`src/rtl/adc_ram_wr.sv`:
```
// adc_ram_wr: captures one frame of DEPTH ADC samples into a RAM write port.
// The optional level trigger is enabled by defining ADC_RAM_WR_TRIG_EN.
// When it is undefined, arm starts capture directly.
module adc_ram_wr #(
  parameter int DEPTH = 2048,
  parameter int AW    = 13,
  parameter int DW    = 10
) (
  input  logic          clk,
  input  logic          rst_n,
  input  logic [DW-1:0] adc_data,
  input  logic          adc_valid,
  input  logic [DW-1:0] trig_level,
  input  logic          arm,
  input  logic          ack,
  output logic          wr_en,
  output logic [AW-1:0] wr_addr,
  output logic [DW-1:0] wr_data,
  output logic          busy,
  output logic          done
);

  typedef enum logic [1:0] {S_IDLE, S_WAIT_TRIG, S_CAPTURE, S_DONE} state_t;

  state_t        r_state;
  state_t        w_next;
  logic [AW-1:0] r_cnt;
  logic          w_trig;
  logic          w_accept;
  logic          w_last;

`ifdef ADC_RAM_WR_TRIG_EN
  logic [DW-1:0] r_prev;
  logic          r_primed;

  // A crossing needs a real earlier sample, so the cleared prev_sample alone never fires the trigger.
  assign w_trig = r_state == S_WAIT_TRIG && adc_valid && r_primed &&
                  r_prev < trig_level && adc_data >= trig_level;

  // Track the previous valid sample; arming restarts crossing detection from scratch.
  always_ff @(posedge clk or negedge rst_n) begin
    if (!rst_n) begin
      r_prev   <= '0;
      r_primed <= 1'b0;
    end else if (r_state == S_IDLE && arm) begin
      r_prev   <= '0;
      r_primed <= 1'b0;
    end else if (adc_valid) begin
      r_prev   <= adc_data;
      r_primed <= 1'b1;
    end
  end
`else
  logic w_unused_trig;
  assign w_unused_trig = ^trig_level;
  assign w_trig        = 1'b0;
`endif

  assign w_last   = r_cnt == AW'(DEPTH - 1);
  assign w_accept = (r_state == S_CAPTURE && adc_valid) || w_trig;
  assign busy     = r_state == S_WAIT_TRIG || r_state == S_CAPTURE;
  assign done     = r_state == S_DONE;

  // State register.
  always_ff @(posedge clk or negedge rst_n) begin
    if (!rst_n) r_state <= S_IDLE;
    else        r_state <= w_next;
  end

  // Next state: arm only counts in IDLE, ack only in DONE, so arm+ack in DONE just returns to IDLE.
  always_comb begin
    w_next = r_state;
    case (r_state)
`ifdef ADC_RAM_WR_TRIG_EN
      S_IDLE:      w_next = arm ? S_WAIT_TRIG : S_IDLE;
`else
      S_IDLE:      w_next = arm ? S_CAPTURE : S_IDLE;
`endif
      S_WAIT_TRIG: w_next = w_trig ? (w_last ? S_DONE : S_CAPTURE) : S_WAIT_TRIG;
      S_CAPTURE:   w_next = (w_accept && w_last) ? S_DONE : S_CAPTURE;
      S_DONE:      w_next = ack ? S_IDLE : S_DONE;
      default:     w_next = S_IDLE;
    endcase
  end

  // Register each accepted sample into the write port one cycle later and advance the frame address.
  always_ff @(posedge clk or negedge rst_n) begin
    if (!rst_n) begin
      wr_en   <= 1'b0;
      wr_addr <= '0;
      wr_data <= '0;
      r_cnt   <= '0;
    end else begin
      wr_en <= w_accept;
      if (w_accept) begin
        wr_addr <= r_cnt;
        wr_data <= adc_data;
      end
      r_cnt <= (r_state == S_IDLE) ? '0 : w_accept ? r_cnt + AW'(1) : r_cnt;
    end
  end

endmodule

```
`config.mk`:
```
export PLATFORM = sky130hd
export DESIGN_NAME = adc_ram_wr
export DESIGN_NICKNAME = d
export VERILOG_FILES = /design/src/rtl/adc_ram_wr.sv
export SDC_FILE = /design/constraint.sdc
export NUM_CORES = 1
export LEC_CHECK = 0
export BUFFER_PORTS_ARGS = -buffer_cell sky130_fd_sc_hd__buf_2
export CORE_MARGIN = 2
export CORE_UTILIZATION = 45
export DETAILED_ROUTE_END_ITERATION = 8
export PLACE_DENSITY = 0.71
export RECOVER_POWER = 100
export SLEW_MARGIN = 0
export SYNTH_ARGS = -nofsm -noshare
export SYNTH_HDL_FRONTEND = slang
export SYNTH_SLANG_ARGS = --single-unit
```
`constraint.sdc`:
```
create_clock -name clk -period 2.5 [get_ports clk]
set_clock_uncertainty 0.1 [all_clocks]
set_input_delay 0.25 -clock clk [delete_from_list [all_inputs] [get_ports clk]]
set_output_delay 0.25 -clock clk [all_outputs]
set_load 0.05 [all_outputs]
```
# ---- After elaboration in Yosys (flattened, before gate mapping)
# Cells that the tools add are included.
dict set report op_classes {
  addsub 1
  multipliers 0
  n_div 0
  magnitude_cmp 0
  eq_ne 4
  n_shift 0
  mux 6
  bitwise 0
  reduce_logical 5
}
# op n
set op_table {}
lappend op_table {{$mux 13} 2}
lappend op_table {{$add 13x1->13 const B} 1}
lappend op_table {{$eq 13x11->1 const B} 1}
lappend op_table {{$pmux 2 s4} 1}
lappend op_table {{$eq 2x2->1 const B} 2}
lappend op_table {{$mux 2} 2}
lappend op_table {{$eq 2x1->1 const B} 1}
lappend op_table {{$logic_and 1x1->1} 2}
lappend op_table {{$logic_not 2->1} 1}
lappend op_table {{$reduce_bool 2->1} 1}
lappend op_table {{$logic_or 1x1->1} 1}
lappend op_table {{$mux 1} 1}
dict set report totals {
  register_bits 39
  latchBits 0
  mem_bits_rw 0
  rom_bits 0
  inputBits 25
  output_inout_bits 26
  elab_cells 21
  n_memories 0
}

# ---- Depth between registers and ports, before layout
# Gate-level depths: netlist of the first run.
dict set report depth {
  ltp_word 5
  mapped_depth 7
  depth_no_buf 5
}

# ---- Worst setup path before layout of the first run
# No wires, ideal clock.
dict set report synth_path {
  path_kind {reg-to-reg}
  startpoint {register with a tool-made name}
  endpoint {register r_cnt[12]}
  setup_time_ns 0.125
  arrival_time_ns 1.510
  required_ns 2.275
  slack_ns 0.765
  stages_incl_launch_ff 7
  n_path_buf 1
  synth_period_minus_slack_ns 1.735
  cell_sequence {dfrtp_1 -> inv_1 -> ha_1 -> buf_2 -> nand4_1 -> nor4_1 -> mux2_2}
}
# element line_no
set synth_lines {}
lappend synth_lines {{end signal: assignment} 99} ;# r_cnt <= (r_state == S_IDLE) ? '0 : w_accept ? r_cnt + AW'(1) : r_cnt;
lappend synth_lines {{end: declaration} 27} ;# logic [AW-1:0] r_cnt;

==> results of run 1 <==
synthesized netlist by cell type, drive strengths merged:
cell / n
nor2: 6
inv: 6
mux2: 24
buf: 4
xnor2: 1
nand2: 10
clkbuf: 3
nor2b: 4
ha: 4
nor3: 1
o21ai: 6
nor4: 4
nand4: 5
or4: 4
a21oi: 8
or3: 3
o31ai: 4
dfrtp: 39
a21o: 1
xor2: 1
nand3: 6
critical path: stages, from the launching register on:
cell and delay [ns]:
dfrtp_1 0.40, inv_1 0.09, ha_1 0.33, nand4_1 0.25
nor4_1 0.34, mux2_2 0.37
layer usage:
| metal | part of all wire [%] | vias up |
|---|---|---|
| li1 | - | 599 |
| met1 | 41 | 614 |
| met2 | 54 | 17 |
| met3 | 3.4 | 6 |
| met4 | 1.8 | 0 |
| met5 | 0 | - |
registers in the layout (all words and copies together) (netlist names), named ones only:
register  count
wr_data      10
r_cnt        13
wr_addr      13
wr_en         1
r_state       1
stage by stage:
step	power (mW)	hold slack (ns)	instances	util (%)
2_1_floorplan	1.46	-0.146	144	-
3_3_place_gp	1.63	0.297	227	53.3
3_5_place_dp	1.65	0.304	227	53.3
4_1_cts	2.17	0.0610	236	56.7
5_1_grt	2.24	0.0765	236	55.8
6_report	2.11	0.0684	236	55.8
final cells by class:
| class | count | share of cell area, % |
|---|---|---|
| Clock buffer | 5 | 3.37 |
| Tap cell | 48 | 2.94 |
| Timing Repair Buffer | 43 | 9.44 |
| Inverter | 6 | 1.10 |
| Multi-Input combinational cell | 92 | 33.2 |
| Sequential cell | 39 | 47.8 |
| Clock inverter | 3 | 2.14 |
power by group through the flow:
| stage | registers, mW | clock network, mW | logic, mW |
|---|---|---|---|
| global placement | 0.814 | 0 | 0.815 |
| detailed placement | 0.824 | 0 | 0.828 |
| finish | 0.812 | 0.509 | 0.791 |
| global route | 0.831 | 0.561 | 0.847 |
| CTS | 0.810 | 0.529 | 0.830 |
| floorplan | 1.17 | 0 | 0.294 |
final timing paths:
check                                       startpoint                       to  slack [ns]  cells after the start
max in group asynchronous                        rst_n   wr_addr[1]$_DFFE_PN0N_        1.19                      2
worst min-delay path                               arm     r_state[1]$_DFF_PN0_        0.07                      3
worst max register to register                register    r_cnt[12]$_DFFE_PN0P_        0.51                      5
min in group asynchronous                        rst_n  wr_addr[11]$_DFFE_PN0N_        0.54                      2
worst min register to register  wr_addr[7]$_DFFE_PN0N_   wr_addr[7]$_DFFE_PN0N_        0.38                      2
worst max-delay path                          register    r_cnt[12]$_DFFE_PN0P_        0.51                      5
timing repair:
item / CTS / global route
hold buffers: 1 / 0
endpoints found under the setup margin: 0 / 0
endpoints found under the hold margin: 39 / 0
kinds of logic (layout without fill, tap and decap cells):
group / after synthesis / in the layout / share of synthesized area, %
AO/OA/AOI/OAI: 19 / 19 / 6.28
multiplexers: 24 / 24 / 15.8
XOR/XNOR: 2 / 2 / 1.02
AND/OR/NAND/NOR: 43 / 43 / 13.6
adder cells (fa/ha/maj): 4 / 4 / 2.92
flip-flops: 39 / 39 / 56.9
buffers and inverters: 13 / 57 / 3.50
==> impl_metrics.toml, run 1 <==
[timing]
period_minus_slack_ns = 1.99
setup_tns_ns = 0
timing.final.crit_share_pct = 79.4
slew_headroom_pct = 38.2
hold_viol_final = 0
rsz0062_at_grt = "false"
layout_setup_ws_ns = 0.515
max_freq_mhz = 504
tightest_slew_ns = 0.926
finalSetupViolCount = 0
drv_slew = 0

[yosys]
syn-cell-area_mm2 = 0.00171
yosysSeqAreaShare_pct = 56.9
ys_types = 24
synthTopCellsByArea = "dfrtp_1 (57%), mux2_2 (16%), ha_1 (2.9%)"
ys_seq_elements = 39
synth_top_area_share_pct = 56.9
syn_inst = 144
synth_top_area_cell = "dfrtp_1"
yosysWarnings = 0
syn_nets = 173
synth_area_per_cell_um2 = 11.9

[critical_path]
cp-end-kind = "register"
required_ns = 2.57
cp_max_fo = 9
start_kind = "register"
arrival_ns = 2.06
crit_type = "reg -> reg"

[die]
die_w_um = 65.7
die_area_mm2 = 0.00432
initial_core_util_pct = 46.8
core-area_mm2 = 0.00366
fp-row-count = 22
die_y_um = 65.7
ios = 51

[pwr]
power_frac_comb_pct = 37.5
switching_share_pct = 41.3
p_leak_nw = 0.928
p_int_mw = 1.24
ir_drop_v = 0.000434
power_frac_seq_pct = 38.4
switchingPower_uw = 872
p_per_area_mw_per_mm2 = 1030
clkPwrFrac_pct = 24.1

[finish]
final-seq-area_um2 = 976
final_common_cell = "dfrtp_1"
layout_common_cells = "dfrtp_1 (39), clkbuf_1 (26), mux2_2 (24), buf_2 (13), nand2_1 (10)"
multi_input_area_um2 = 678
fin_area_mm2 = 0.00204
fillers = 325
drive_above_1_share_pct = 26.6
syn2layout_area_growth_pct = 19.1
final_nets = 216
diodes = 0

[global_routing]
grt_most_used_layer = "met2"
grt-ovfl-total = 0
antenna_found_initial = 0
met3_usage_pct = 5.14
grt_pass1_vias = 1222
grtUsageMet1_pct = 18.4
grt_pass1_wl_um = 5380
met2_usage_pct = 29.4
grtUsageTotal_pct = 16.7
grt_start_max_net_pins = 40

[routing]
drcViolationCount = 0
wl_per_cell_um = 13.2
drtIter0Drc = 32
routed_wl_um = 3120
drtAntennaViolNets = 0
route.vias.total = 1236
viasPerCell = 5.24
drtPass1Iterations = 4

[placement]
placed_area_mm2 = 0.00195
hpwl_um = 2290
place_ws_ns = 0.529
gp_congestion = 0.818
port_buffers = 40

[worst_hold_path]
hp-class = "in -> reg"

[outcome]
outcome = "complete, no violations"

[clock_tree]
cts_resized = 0
clk_root_buffer_cell = "clkbuf_8"
cts_made_buffers = 5
post_cts_buffers = 0
clock_latency_ns = 0.29
clkSinkCount = 39
cts_tree = "done"
clk_pin_slew_ns = 0.07
h-tree-depth = 2
cts_buffer_depth = 2

[job]
maxCapViolCount = 0
Note: power is estimated with default switching activity, not from simulation.
==> run 2: changes to the inputs <==
Settings changed: ABC_AREA from default to 1, PLACE_DENSITY 0.71 to 0.74.
Clock period 2.5 ns to 1.6 ns, I/O delays scaled along.
==> impl_metrics.toml, run 2 <==
[die]
die_area_mm2 = 0.00434
core-area_mm2 = 0.00366
initial_core_util_pct = 47.1
die_y_um = 65.9
fp-row-count = 22
ios = 51
die_w_um = 65.9

[timing]
whs_ns = 0.0996
setup_tns_ns = 0
finalSetupViolCount = 0
max_freq_mhz = 647
drv_slew = 0
period_minus_slack_ns = 1.54
slew_headroom_pct = 58.6
tightest_slew_ns = 0.624
hold_viol_final = 0
timing.final.crit_share_pct = 96.5

[finish]
fillers = 340
largestRegisters = "r_cnt: 13 flops, wr_addr: 13 flops, wr_data: 10 flops"
layout_common_cells = "nand2_1 (74), dfrtp_1 (38), clkbuf_1 (27), nor2_1 (20), inv_1 (18)"
diodes = 0
drive_above_1_share_pct = 13.1
syn2layout_area_growth_pct = 28.5
final_common_cell = "nand2_1"
final-seq-area_um2 = 977
utilization_pct = 60.5
final_nets = 295
multi_input_area_um2 = 651

[outcome]
outcome = "complete, no violations"

[global_routing]
antenna_found_initial = 0
grtUsageTotal_pct = 19.2
grt-ovfl-total = 0
grt_pass1_vias = 1432
grt_start_max_net_pins = 31
grt_pass1_wl_um = 6180

[routing]
wl_per_cell_um = 11.7
viasPerCell = 4.72
routed_wl_um = 3690
route.vias.total = 1486
drtIter0Drc = 81
drtPass1Iterations = 4
drcViolationCount = 0
drtAntennaViolNets = 0

[critical_path]
crit_chain = "inv_1, ha_1, clkbuf_4"
cp-end-kind = "primary output"
arrival_ns = 1.28
crit_type = "reg -> out"
critPathMaxStageDelay_ns = 0.41
cp_max_fo = 4
start_kind = "register"
cp_slowest_cell = "dfrtp_2"
required_ns = 1.34

[pwr]
power_frac_seq_pct = 37.7
p_leak_nw = 1.10
ir_drop_v = 0.000818
switching_share_pct = 43.7
clkPwrFrac_pct = 21.0
power_frac_comb_pct = 41.3
switchingPower_mw = 1.48
p_per_area_mw_per_mm2 = 1530
p_int_mw = 1.91

[yosys]
syn_nets = 236
synth_edf_count = 0
ys_seq_elements = 39
synthTopCellsByCount = "nand2_1 (74), dfrtp_1 (39), nor2_1 (20)"
syn_inst = 207
ys.flop_type = "dfrtp_1"
synth_top_area_cell = "dfrtp_1"
synth_top_area_share_pct = 56.6
syn-cell-area_mm2 = 0.00172
yosysSeqAreaShare_pct = 56.6
async_flop_share_pct = 100
ys_types = 18
synth_area_per_cell_um2 = 8.33
synthTopCellsByArea = "dfrtp_1 (57%), nand2_1 (16%), nor2_1 (4.4%)"
yosysWarnings = 0
yosysMostFrequentCell = "nand2_1"

[clock_tree]
clkSinkCount = 39
clock_latency_ns = 0.29
h-tree-depth = 2
clk_root_buffer_cell = "clkbuf_8"
cts_buffer_depth = 2
cts_made_buffers = 5
clk_pin_slew_ns = 0.07
cts_tree = "done"

[job]
maxCapViolCount = 0

[placement]
hpwl_um = 2390
port_buffers = 40
gp_congestion = 0.855

[worst_hold_path]
hp-class = "in -> reg"
==> run 2: cell count changes in the layout (fill, tap and decap cells not counted), moves of 4 or more <==
cell           before  now
nand3_1             6   11
inv_1               6   18
or4_1               4    0
mux2_2             24    0
dlygate4sd3_1       1   12
o21ai_0             6   14
nor2b_1             4    0
nor4_1              4    0
o31ai_1             4    0
nor2_1              6   20
nand2_1            10   74
==> run 2: power by group through the flow <==
| stage | Sequential [mW] | Combinational [mW] | Clock, mW |
|---|---|---|---|
| after detailed placement | 1.28 | 1.38 | 0 |
| after floorplan | 1.74 | 0.575 | 0 |
| after global routing | 1.30 | 1.52 | 0.775 |
| after CTS | 1.26 | 1.41 | 0.732 |
| after global placement | 1.28 | 1.36 | 0 |
| final | 1.28 | 1.40 | 0.714 |
==> run 2: worst paths after layout <==
kind	slack, ns	cells after the start	start	end
worst min register to register	0.37	2	wr_addr[9]$_DFFE_PN0N_	wr_addr[9]$_DFFE_PN0N_
worst max-delay path	0.06	3	r_state[1]$_DFF_PN0_	busy
worst max register to register	0.10	7	register	r_cnt[0]$_DFFE_PN0P_
max in group asynchronous	0.32	3	rst_n	r_state[1]$_DFF_PN0_
worst min-delay path	0.1	4	ack	r_state[1]$_DFF_PN0_
min in group asynchronous	0.27	2	rst_n	r_cnt[9]$_DFFE_PN0P_
==> run 2: cell type report <==
type / count / area share [%]
Inverter: 20 / 3.50
Sequential cell: 39 / 44.1
Clock buffer: 8 / 4.52
Timing Repair Buffer: 59 / 15.8
Multi-Input combinational cell: 141 / 29.4
Tap cell: 48 / 2.71
==> run 2: critical path: cells and delay by family, from the launching register on <==
family | cells | cell delay, ns
DFF | 1 | 0.41
buffers and inverters | 2 | 0.30
adders and majority gates | 1 | 0.28
==> run 2: through the flow <==
| step | cell area, um^2 | total power, mW | worst slack [ns] | std cells |
|---|---|---|---|---|
| after CTS | 2240 | 3.41 | 0.00480 | 315 |
| after detailed placement | 2010 | 2.66 | -0.0163 | 295 |
| after global placement | 2010 | 2.63 | 0.0463 | 295 |
| after global routing | 2220 | 3.60 | -0.0109 | 315 |
| after floorplan | 1720 | 2.32 | 0.206 | 207 |
| final | 2220 | 3.40 | 0.0554 | 315 |
==> run 2: cell families after synthesis <==
group / Yosys count / synth area share [%]
AO/OA/AOI/OAI: 23 / 6.82
adder cells (fa/ha/maj): 4 / 2.90
buffers and inverters: 27 / 6.68
flip-flops: 39 / 56.6
AND/OR/NAND/NOR: 114 / 27.0
==> run 2: metal layers <==
| layer | global-route usage [%] | vias to the layer above | part of all wire [%] |
|---|---|---|---|
| li1 | - | 767 | - |
| met2 | 31.1 | 32 | 47 |
| met3 | 5.62 | 7 | 4.1 |
| met5 | 0 | - | 0 |
| met4 | 9.38 | 0 | 2.2 |
| met1 | 23.5 | 680 | 47 |
==> run 2: timing repair <==
action | CTS | global route
setup buffers | 0 | 0
gates cloned | 0 | 0
resized for setup | 2 | 5
endpoints found under the setup margin | 3 | 17
hold buffers | 12 | 0
endpoints found under the hold margin | 31 | 0
